### src/rtl/mmio_arbiter_pkg.sv
// Shared types and constants for the two-requester MMIO arbiter.
// The FSM encoding and error data word are kept here so that every user agrees on them.
package mmio_arbiter_pkg;

  typedef enum logic [1:0] {
    MARB_IDLE  = 2'd0,
    MARB_ISSUE = 2'd1,
    MARB_WAIT  = 2'd2,
    MARB_RESP  = 2'd3
  } marb_state_t;

  localparam logic [31:0] MARB_ERR_DATA = 32'hDEAD_BEEF;
  localparam int          MARB_CNT_W    = 8;

  // Only lane 0 decides whether a transaction waits for read data.
  function automatic logic marb_is_read(input logic oe0, input logic we0);
    return oe0 & ~we0;
  endfunction

endpackage

### src/rtl/mmio_arbiter_if.sv
// Bundle of both requester ports plus the downstream MMIO port.
// slave is the arbiter's view; master is the view of the requesters and the MMIO target.
interface mmio_arbiter_if #(
  parameter int MEM_SCALE = 27
);

  logic                 m0_req,    m1_req;
  logic [3:0]           m0_oe,     m1_oe;
  logic [3:0]           m0_we,     m1_we;
  logic [MEM_SCALE-1:0] m0_addr,   m1_addr;
  logic [31:0]          m0_wdata,  m1_wdata;
  logic                 m0_gnt,    m1_gnt;
  logic                 m0_rvalid, m1_rvalid;
  logic [31:0]          m0_rdata,  m1_rdata;

  logic [3:0]           oe;
  logic [3:0]           we;
  logic [MEM_SCALE-1:0] addr;
  logic [31:0]          wdata;
  logic [31:0]          rdata;
  logic                 valid;
  logic                 busy;
  logic                 timeout_err;

  modport slave (
    input  m0_req, m1_req, m0_oe, m1_oe, m0_we, m1_we,
           m0_addr, m1_addr, m0_wdata, m1_wdata, rdata, valid,
    output m0_gnt, m1_gnt, m0_rvalid, m1_rvalid, m0_rdata, m1_rdata,
           oe, we, addr, wdata, busy, timeout_err
  );

  modport master (
    output m0_req, m1_req, m0_oe, m1_oe, m0_we, m1_we,
           m0_addr, m1_addr, m0_wdata, m1_wdata, rdata, valid,
    input  m0_gnt, m1_gnt, m0_rvalid, m1_rvalid, m0_rdata, m1_rdata,
           oe, we, addr, wdata, busy, timeout_err
  );

endinterface

### src/rtl/mmio_rr_pick.sv
// Combinational 2-way round-robin picker.
// On a tie the requester that did not own the port last time wins.
module mmio_rr_pick (
  input  logic [1:0] req,
  input  logic       last_owner,
  output logic       pick,
  output logic       any
);

  always_comb begin
    any  = |req;
    pick = (req == 2'b11) ? ~last_owner : req[1];
  end

endmodule

### src/rtl/mmio_arbiter.sv
// Serialises CPU (requester 0) and host loader (requester 1) accesses onto the single MMIO port.
// Every output is registered; a read with no valid response completes with an error word.
module mmio_arbiter
  import mmio_arbiter_pkg::*;
#(
  parameter int MEM_SCALE = 27,
  parameter int TIMEOUT   = 255
) (
  input  logic          clk,
  input  logic          rst_x,
  mmio_arbiter_if.slave bus
);

  localparam logic [MARB_CNT_W-1:0] TIMEOUT_CNT = MARB_CNT_W'(TIMEOUT);

  marb_state_t           state_q, state_d;
  logic                  owner_q, owner_d;
  logic                  last_owner_q, last_owner_d;
  logic [MARB_CNT_W-1:0] cnt_q, cnt_d;
  logic                  pick, any;

  logic [3:0]            oe_q, oe_d;
  logic [3:0]            we_q, we_d;
  logic [MEM_SCALE-1:0]  addr_q, addr_d;
  logic [31:0]           wdata_q, wdata_d;
  logic [1:0]            gnt_q, gnt_d;
  logic [1:0]            rvalid_q, rvalid_d;
  logic [31:0]           rdata0_q, rdata0_d;
  logic [31:0]           rdata1_q, rdata1_d;
  logic                  busy_q, busy_d;
  logic                  err_q, err_d;
  logic                  resp_go;
  logic [31:0]           resp_data;

  mmio_rr_pick u_pick (
    .req        ({bus.m1_req, bus.m0_req}),
    .last_owner (last_owner_q),
    .pick       (pick),
    .any        (any)
  );

  always_ff @(posedge clk or negedge rst_x) begin
    if (!rst_x) state_q <= MARB_IDLE;
    else        state_q <= state_d;
  end

  always_comb begin
    state_d = state_q;
    case (state_q)
      MARB_IDLE:  if (any) state_d = MARB_ISSUE;
      MARB_ISSUE: state_d = marb_is_read(oe_q[0], we_q[0]) ? MARB_WAIT : MARB_RESP;
      MARB_WAIT:  if (bus.valid || (cnt_q == TIMEOUT_CNT)) state_d = MARB_RESP;
      MARB_RESP:  state_d = MARB_IDLE;
      default:    state_d = MARB_IDLE;
    endcase
  end

  // The strobe registers double as the payload latch: they hold the winner's
  // request through ISSUE, which is also when the read/write decision is made.
  always_comb begin
    owner_d      = owner_q;
    last_owner_d = last_owner_q;
    cnt_d        = cnt_q;
    err_d        = err_q;
    oe_d         = '0;
    we_d         = '0;
    addr_d       = '0;
    wdata_d      = '0;
    gnt_d        = '0;
    rvalid_d     = '0;
    rdata0_d     = '0;
    rdata1_d     = '0;
    resp_go      = 1'b0;
    resp_data    = '0;
    case (state_q)
      MARB_IDLE: begin
        if (any) begin
          owner_d     = pick;
          gnt_d[pick] = 1'b1;
          oe_d        = pick ? bus.m1_oe    : bus.m0_oe;
          we_d        = pick ? bus.m1_we    : bus.m0_we;
          addr_d      = pick ? bus.m1_addr  : bus.m0_addr;
          wdata_d     = pick ? bus.m1_wdata : bus.m0_wdata;
        end
      end
      MARB_ISSUE: begin
        cnt_d = '0;
        if (!marb_is_read(oe_q[0], we_q[0])) resp_go = 1'b1;
      end
      MARB_WAIT: begin
        if (bus.valid) begin
          resp_go   = 1'b1;
          resp_data = bus.rdata;
        end else if (cnt_q == TIMEOUT_CNT) begin
          resp_go   = 1'b1;
          resp_data = MARB_ERR_DATA;
          err_d     = 1'b1;
        end else begin
          cnt_d = cnt_q + 1'b1;
        end
      end
      MARB_RESP: last_owner_d = owner_q;
      default: ;
    endcase
    if (resp_go) begin
      rvalid_d[owner_q] = 1'b1;
      if (owner_q) rdata1_d = resp_data;
      else         rdata0_d = resp_data;
    end
  end

  assign busy_d = (state_d != MARB_IDLE);

  always_ff @(posedge clk or negedge rst_x) begin
    if (!rst_x) begin
      owner_q      <= 1'b0;
      last_owner_q <= 1'b1;
      cnt_q        <= '0;
      err_q        <= 1'b0;
      oe_q         <= '0;
      we_q         <= '0;
      addr_q       <= '0;
      wdata_q      <= '0;
      gnt_q        <= '0;
      rvalid_q     <= '0;
      rdata0_q     <= '0;
      rdata1_q     <= '0;
      busy_q       <= 1'b0;
    end else begin
      owner_q      <= owner_d;
      last_owner_q <= last_owner_d;
      cnt_q        <= cnt_d;
      err_q        <= err_d;
      oe_q         <= oe_d;
      we_q         <= we_d;
      addr_q       <= addr_d;
      wdata_q      <= wdata_d;
      gnt_q        <= gnt_d;
      rvalid_q     <= rvalid_d;
      rdata0_q     <= rdata0_d;
      rdata1_q     <= rdata1_d;
      busy_q       <= busy_d;
    end
  end

  assign bus.m0_gnt      = gnt_q[0];
  assign bus.m1_gnt      = gnt_q[1];
  assign bus.m0_rvalid   = rvalid_q[0];
  assign bus.m1_rvalid   = rvalid_q[1];
  assign bus.m0_rdata    = rdata0_q;
  assign bus.m1_rdata    = rdata1_q;
  assign bus.oe          = oe_q;
  assign bus.we          = we_q;
  assign bus.addr        = addr_q;
  assign bus.wdata       = wdata_q;
  assign bus.busy        = busy_q;
  assign bus.timeout_err = err_q;

endmodule
### src/flat_wrapper.sv
// flat-port wrapper written by rule: the top's interface ports become plain ports
module mmio_arbiter_flat import mmio_arbiter_pkg::*;
#(
  parameter int MEM_SCALE = 27,
  parameter int TIMEOUT   = 255
)
  (clk, rst_x, bus_m0_req, bus_m1_req, bus_m0_oe, bus_m1_oe, bus_m0_we, bus_m1_we, bus_m0_addr, bus_m1_addr, bus_m0_wdata, bus_m1_wdata, bus_rdata, bus_valid, bus_m0_gnt, bus_m1_gnt, bus_m0_rvalid, bus_m1_rvalid, bus_m0_rdata, bus_m1_rdata, bus_oe, bus_we, bus_addr, bus_wdata, bus_busy, bus_timeout_err);
  mmio_arbiter_if #(.MEM_SCALE(MEM_SCALE)) bus_i ();
  input  logic clk;
  input  logic rst_x;
  input wire logic [$bits(bus_i.m0_req)-1:0] bus_m0_req;
  input wire logic [$bits(bus_i.m1_req)-1:0] bus_m1_req;
  input wire logic [$bits(bus_i.m0_oe)-1:0] bus_m0_oe;
  input wire logic [$bits(bus_i.m1_oe)-1:0] bus_m1_oe;
  input wire logic [$bits(bus_i.m0_we)-1:0] bus_m0_we;
  input wire logic [$bits(bus_i.m1_we)-1:0] bus_m1_we;
  input wire logic [$bits(bus_i.m0_addr)-1:0] bus_m0_addr;
  input wire logic [$bits(bus_i.m1_addr)-1:0] bus_m1_addr;
  input wire logic [$bits(bus_i.m0_wdata)-1:0] bus_m0_wdata;
  input wire logic [$bits(bus_i.m1_wdata)-1:0] bus_m1_wdata;
  input wire logic [$bits(bus_i.rdata)-1:0] bus_rdata;
  input wire logic [$bits(bus_i.valid)-1:0] bus_valid;
  output wire logic [$bits(bus_i.m0_gnt)-1:0] bus_m0_gnt;
  output wire logic [$bits(bus_i.m1_gnt)-1:0] bus_m1_gnt;
  output wire logic [$bits(bus_i.m0_rvalid)-1:0] bus_m0_rvalid;
  output wire logic [$bits(bus_i.m1_rvalid)-1:0] bus_m1_rvalid;
  output wire logic [$bits(bus_i.m0_rdata)-1:0] bus_m0_rdata;
  output wire logic [$bits(bus_i.m1_rdata)-1:0] bus_m1_rdata;
  output wire logic [$bits(bus_i.oe)-1:0] bus_oe;
  output wire logic [$bits(bus_i.we)-1:0] bus_we;
  output wire logic [$bits(bus_i.addr)-1:0] bus_addr;
  output wire logic [$bits(bus_i.wdata)-1:0] bus_wdata;
  output wire logic [$bits(bus_i.busy)-1:0] bus_busy;
  output wire logic [$bits(bus_i.timeout_err)-1:0] bus_timeout_err;
  assign bus_i.m0_req = bus_m0_req;
  assign bus_i.m1_req = bus_m1_req;
  assign bus_i.m0_oe = bus_m0_oe;
  assign bus_i.m1_oe = bus_m1_oe;
  assign bus_i.m0_we = bus_m0_we;
  assign bus_i.m1_we = bus_m1_we;
  assign bus_i.m0_addr = bus_m0_addr;
  assign bus_i.m1_addr = bus_m1_addr;
  assign bus_i.m0_wdata = bus_m0_wdata;
  assign bus_i.m1_wdata = bus_m1_wdata;
  assign bus_i.rdata = bus_rdata;
  assign bus_i.valid = bus_valid;
  assign bus_m0_gnt = bus_i.m0_gnt;
  assign bus_m1_gnt = bus_i.m1_gnt;
  assign bus_m0_rvalid = bus_i.m0_rvalid;
  assign bus_m1_rvalid = bus_i.m1_rvalid;
  assign bus_m0_rdata = bus_i.m0_rdata;
  assign bus_m1_rdata = bus_i.m1_rdata;
  assign bus_oe = bus_i.oe;
  assign bus_we = bus_i.we;
  assign bus_addr = bus_i.addr;
  assign bus_wdata = bus_i.wdata;
  assign bus_busy = bus_i.busy;
  assign bus_timeout_err = bus_i.timeout_err;
  mmio_arbiter #(.MEM_SCALE(MEM_SCALE), .TIMEOUT(TIMEOUT)) u_core (.clk(clk), .rst_x(rst_x), .bus(bus_i));
endmodule
### config.mk
export PLATFORM = sky130hd
export DESIGN_NAME = mmio_arbiter_flat
export DESIGN_NICKNAME = d
export VERILOG_FILES = /design/src/rtl/mmio_arbiter_pkg.sv /design/src/rtl/mmio_arbiter_if.sv /design/src/rtl/mmio_rr_pick.sv /design/src/rtl/mmio_arbiter.sv /design/src/flat_wrapper.sv
export SDC_FILE = /design/constraint.sdc
export NUM_CORES = 1
export LEC_CHECK = 0
export ABC_AREA = 1
export CORE_MARGIN = 4
export CORE_UTILIZATION = 40
export DETAILED_ROUTE_END_ITERATION = 10
export DONT_BUFFER_PORTS = 1
export GPL_ROUTABILITY_DRIVEN = 1
export PLACE_DENSITY_LB_ADDON = 0.2
export SLEW_MARGIN = 20
export SYNTH_ARGS = -nofsm -noshare
export SYNTH_HDL_FRONTEND = slang
export SYNTH_SLANG_ARGS = --single-unit
### constraint.sdc
create_clock -name clk -period 4.2 [get_ports clk]
set_input_delay 0.84 -clock clk [delete_from_list [all_inputs] [get_ports clk]]
set_output_delay 0.84 -clock clk [all_outputs]
set_load 0.01 [all_outputs]
-- Yosys cells after proc, flatten, opt, wreduce, memory -nomap -nowiden
Cells that the tools add are included.
- register bits after elaboration: 149
- latch bits: 0
- bits in writable memories: 0
- memory bits (read-only): 0
- output and inout bits: 137
- logic and storage cells: 78
- memories: 0
- add/subtract/negate cells: 1
- multipliers: 0
- divide/modulo/power cells: 0
- $lt $le $gt $ge: 4
- eq/ne operators: 7
- shift operators: 0
- mux-type cells: 38
- bitwise operators: 4
- reductions and logical operators: 10
- operators with widths (cell ; count):
    $mux 32 ; 10
    $mux 27 ; 3
    $mux 4 ; 6
    $mux 8 ; 2
    $pmux 8 s2 ; 1
    $mux 2 ; 5
    $add 8x1->8 const B ; 1
    $eq 8x8->1 const B ; 1
    $pmux 2 s4 ; 1
    $mux 1 ; 7
    $eq 2x2->1 const B ; 3
    $reduce_and 3->1 ; 2
    $lt 1x2->1 const B ; 2
    $ne 2x2->1 const B ; 2
    $reduce_bool 2->1 ; 2
    $not 1->1 ; 3
    $demux 1 s1 ; 2
    $eq 2x1->1 const B ; 1
    $ge 1x1->1 const B ; 2
    $logic_and 1x1->1 ; 2
    $logic_not 2->1 ; 1
    $pmux 1 s2 ; 1
    $reduce_and 2->1 ; 1
    $reduce_or 2->1 ; 1
    other kinds (2) ; 2

-- Logic depth before layout (Yosys ltp)
- depth in word-level cells: 8
- gate-level depth with buffers: 10
- mapped depth without buffers: 8

-- By module
A second synthesis with hierarchy kept.
- cells, all modules: 540
- area total of the unflattened synthesis: 5864.4 um^2
- by module, submodules not included (module ; times used ; cells an instance ; area each (um^2)):
    mmio_arbiter ; 1 ; 537 ; 5849.4
    mmio_rr_pick ; 1 ; 3 ; 15.0

-- Worst setup path after synthesis
Ideal clock, no wire load.
- path type: input to register
- start point: in bus_m0_req
- end point: reg u_core.addr_q[10], in the netlist u_core.bus.addr[10]
- setup time: 0.121 ns
- arrival time: 1.585 ns
- data required time: 4.079 ns
- slack: 2.493 ns
- stages on the path: 7
- buffers on the path: 1
- path through: nand2_1 -> nand2_1 -> inv_1 -> nand2_1 -> inv_2 -> buf_2 -> a22o_1
- cells in the longest elaborated chain, start to end: 5
- elaborated cells between the ends (all ways): 6
- those cells by class: eq/ne: 1; mux: 4; reduce/logical: 1
- ends and longest elaborated chain (element ; RTL line ; text):
    start: declaration ; flat_wrapper.sv:11 ; input wire logic [$bits(bus_i.m0_req)-1:0] bus_m0_req;
    $eq 2x2->1 ; mmio_rr_pick.sv:12 ; pick = (req == 2'b11) ? ~last_owner : req[1];
    $mux 1 ; mmio_rr_pick.sv:12 ;
    $mux 27 ; mmio_arbiter.sv:82 ; addr_d = pick ? bus.m1_addr : bus.m0_addr;
    $mux 27 (*) ; mmio_arbiter.sv:77 ; if (any) begin
    $mux 27 (*) ; mmio_arbiter.sv:75 ; case (state_q)
    via u_core.addr_d[10] ; mmio_arbiter.sv:24 ; logic [MEM_SCALE-1:0] addr_q, addr_d;
    end signal: assignment ; mmio_arbiter.sv:136 ; addr_q <= addr_d;
    end: declaration ; mmio_arbiter.sv:24 ;
Mark *: on every way through the listed nets, which the timed path passes. The rest lies on a longest branch.
A chain may end at the register's enable or synchronous reset.

-- Worst setup path after layout
- start point: reg u_core.state_q[0]
- end point: reg u_core.rdata0_q[31], in the netlist u_core.bus.m0_rdata[31]
- cells in the longest elaborated chain, start to end: 4
- elaborated cells between the ends (all ways): 6
- those cells by class: eq/ne: 2; mux: 4
- ends and longest elaborated chain (element ; RTL line ; text):
    start: declaration ; mmio_arbiter.sv:16 ; marb_state_t state_q, state_d;
    start signal: assignment ; mmio_arbiter.sv:44 ; else state_q <= state_d;
    $eq 2x2->1 ; mmio_arbiter.sv:75 ;
    $mux 32 ; mmio_arbiter.sv:75 ;
    $mux 32 ; mmio_arbiter.sv:107 ; if (owner_q) rdata1_d = resp_data;
    $mux 32 (*) ; mmio_arbiter.sv:105 ; if (resp_go) begin
    via u_core.rdata0_d[31] ; mmio_arbiter.sv:28 ; logic [31:0] rdata0_q, rdata0_d;
    end signal: assignment ; mmio_arbiter.sv:140 ; rdata0_q <= rdata0_d;
    end: declaration ; mmio_arbiter.sv:28 ;
Marked as above.

==> results.cfg <==
[sta]
hold_viol = 0
setup_viol = 0
setup_tns_ns = 0
finalMaxSlewViolations = 0
max_freq_mhz = 348
rsz0062_at_grt = false
timing.final.crit_share_pct = 68.4
finClkSkew_ns = 0.00617
layout_setup_ws_ns = 1.33
tightest_slew_ns = 1.12
max_slew_margin_pct = 25.0
period_needed_ns = 2.87

[global_route]
first_global_vias = 3890
grtUsageMet3_pct = 9.79
grt_max_degree = 150
grt_overflow = 0
top_usage_layer = met2
grt_antenna_before_repair = 1
use_met1_pct = 18.0
grt_pass1_wl_um = 23400
grtUsageMet2_pct = 31.5
grt_usage_pct = 17.8

[worst_setup_path]
cp_max_fo = 55
rr_worst_depth = 7
crit_path_end_kind = flop
r2r-end = u_core.bus.m0_rdata[31]$_DFF_PN0_
arrival_ns = 3.17
start_kind = flop
worstPathRequired_ns = 4.50
timing.rr.start = u_core.state_q[0]$_DFF_PN0_
crit_type = reg -> reg
r2r_slack_ns = 1.33

[routing]
routed_wl_um = 15500
num_vias = 3776
drtIter0Drc = 217
drt_drc_violations_left = 0
wl_per_cell_um = 21.1
via_per_inst = 5.14
antenna_left = 0
drt_pass1_iterations = 5

[power_and_ir_drop]
p_sw_share_pct = 34.4
peakVddDrop_v = 0.000413
combPwrFrac_pct = 22.1
power_per_cell_area_nw_per_um2 = 665
pwr-share-clk_pct = 35.4
p_seq_share_pct = 42.5
internal-power_mw = 2.93
leakagePower_nw = 3.15
power_mw = 4.47
p_switching_mw = 1.54

[clock_network]
htreeDepth = 4
clk-insertion-delay-late_ns = 0.41
clockBufferDepth = 2
clkTransAtPathRegs_ns = 0.06
cts_tree = built
cts-root-buf = clkbuf_16
clock_sinks = 149
postCtsHoldBufs = 0
cts_setup_buffers = 0
cts_buffers = 17
ctsResizeCount = 0

[floorplan]
rows = 44
die_x_um = 131
die-height_um = 131
initial_core_util_pct = 41.3
core_um2 = 14700
pin_count = 308
die_area_um2 = 17200

[layout]
stdcell_count = 734
antenna_cells = 0
drive_above_1_share_pct = 15.6
fin_util_pct = 45.8
layout_common_cells = 148 x dfrtp_1, 146 x nand2_1, 63 x a22o_1
nets = 715
areaGrowthSynthToFinish_pct = 10.7
layout_commonest_cell = dfrtp_1

[place]
io_buffers = 0
place_congestion = 0.832
placedCellCount = 704
dp_hpwl_um = 11300
post-place-ws_ns = 1.26

[job]
cap_violations = 0

[synthesis]
ys_ff_latch = 149
synthCells = 550
syn_avg_cell_area_um2 = 11.0
yosysSeqAreaShare_pct = 61.4
syn_area_um2 = 6070
yosys_warnings = 0
yosysUniqueCellTypes = 24
syn-num-nets = 726

[run_status]
status = finished clean

[min_path]
hp-class = in -> async
[metrics by stage]
step,hold slack (ns),instance area (µm²)
5_1_grt,0.0873,6730
4_1_cts,0.100,6730
2_1_floorplan,0.479,6070
3_5_place_dp,0.497,6110
6_report,0.123,6730
3_3_place_gp,0.497,6110
[Yosys cell counts]
master    number  area share [%]
a21oi_1        2            0.16
a22o_1        63             9.1
buf_1          1           0.062
buf_12         4             1.3
buf_2         16             1.3
buf_4          2            0.25
buf_6          1            0.19
clkbuf_1       9            0.56
clkinv_1       1           0.062
dfrtp_1      148              61
dfstp_2        1            0.43
ha_1           5             1.0
inv_1         22             1.4
inv_2          3            0.19
nand2_1      146             9.0
nand2_2        2            0.21
nand3_1        9            0.74
nand3_2        3            0.49
nand3b_1       2            0.25
nor2_1        51             3.2
nor2_2         2            0.21
nor2_4        41             7.6
o21ai_0       15             1.2
or2_2          1            0.10
[kinds of logic after synthesis]
group           synth area share [%]
simple gates                    21.8
flops                           61.4
fa+ha+maj                       1.03
buf+inv                         5.29
compound gates                  10.5
[layout make-up]
| cell class | count | area, µm² |
|---|---|---|
| multi-input combinational | 342 | 2030 |
| fill | 1343 | 7970 |
| tap | 184 | 230 |
| sequential | 149 | 3730 |
| clock inverter | 12 | 179 |
| inverter | 26 | 97.6 |
| timing repair buffer | 3 | 22.5 |
| clock buffer | 18 | 439 |
[worst max path at each step]
stage                                     start                                 to  slack [ns]  cells after the start
detailed placement  u_core.state_q[0]$_DFF_PN0_  u_core.bus.m1_rdata[31]$_DFF_PN0_        1.26                      7
global route        u_core.state_q[0]$_DFF_PN0_  u_core.bus.m0_rdata[31]$_DFF_PN0_        1.13                      7
global placement    u_core.state_q[0]$_DFF_PN0_  u_core.bus.m0_rdata[31]$_DFF_PN0_        1.38                      7
floorplan                            bus_m0_req      u_core.bus.addr[10]$_DFF_PN0_        2.49                      7
CTS                 u_core.state_q[0]$_DFF_PN0_  u_core.bus.m1_rdata[31]$_DFF_PN0_        1.26                      7
finish              u_core.state_q[0]$_DFF_PN0_  u_core.bus.m0_rdata[31]$_DFF_PN0_        1.33                      7
[critical path: stages, from the launching register on]
cell	delay [ns]
dfrtp_1	0.37
inv_1	0.08
ha_1	0.36
nand2_1	0.47
nand3_2	0.19
nand2_4	0.83
buf_4	0.36
nor2_1	0.06
[registers in the layout, indices dropped and copies added (netlist names)]
name,flops
u_core.bus.addr,27
u_core.bus.busy,1
u_core.bus.m0_rdata,32
u_core.bus.m1_rdata,32
u_core.bus.oe,4
u_core.bus.timeout_err,1
u_core.bus.wdata,32
u_core.bus.we,4
u_core.cnt_q,8
u_core.gnt_q,2
u_core.last_owner_q,1
u_core.owner_q,1
u_core.rvalid_q,2
u_core.state_q,2
[power groups by stage]
stage | clock (mW) | combinational, mW | sequential, mW
2_1_floorplan | 0 | 0.966 | 1.86
3_3_place_gp | 0 | 0.986 | 1.94
3_5_place_dp | 0 | 1.01 | 1.93
4_1_cts | 1.62 | 1.01 | 1.91
5_1_grt | 1.69 | 1.10 | 1.92
6_report | 1.58 | 0.990 | 1.90
[per-layer routing]
| layer | vias to the layer above | share of wire [%] |
|---|---|---|
| met5 | - | 0.084 |
| li1 | 1753 | - |
| met3 | 24 | 11 |
| met4 | 2 | 1.9 |
| met1 | 1802 | 34 |
| met2 | 195 | 53 |
Note: power is estimated with default switching activity, not from simulation.
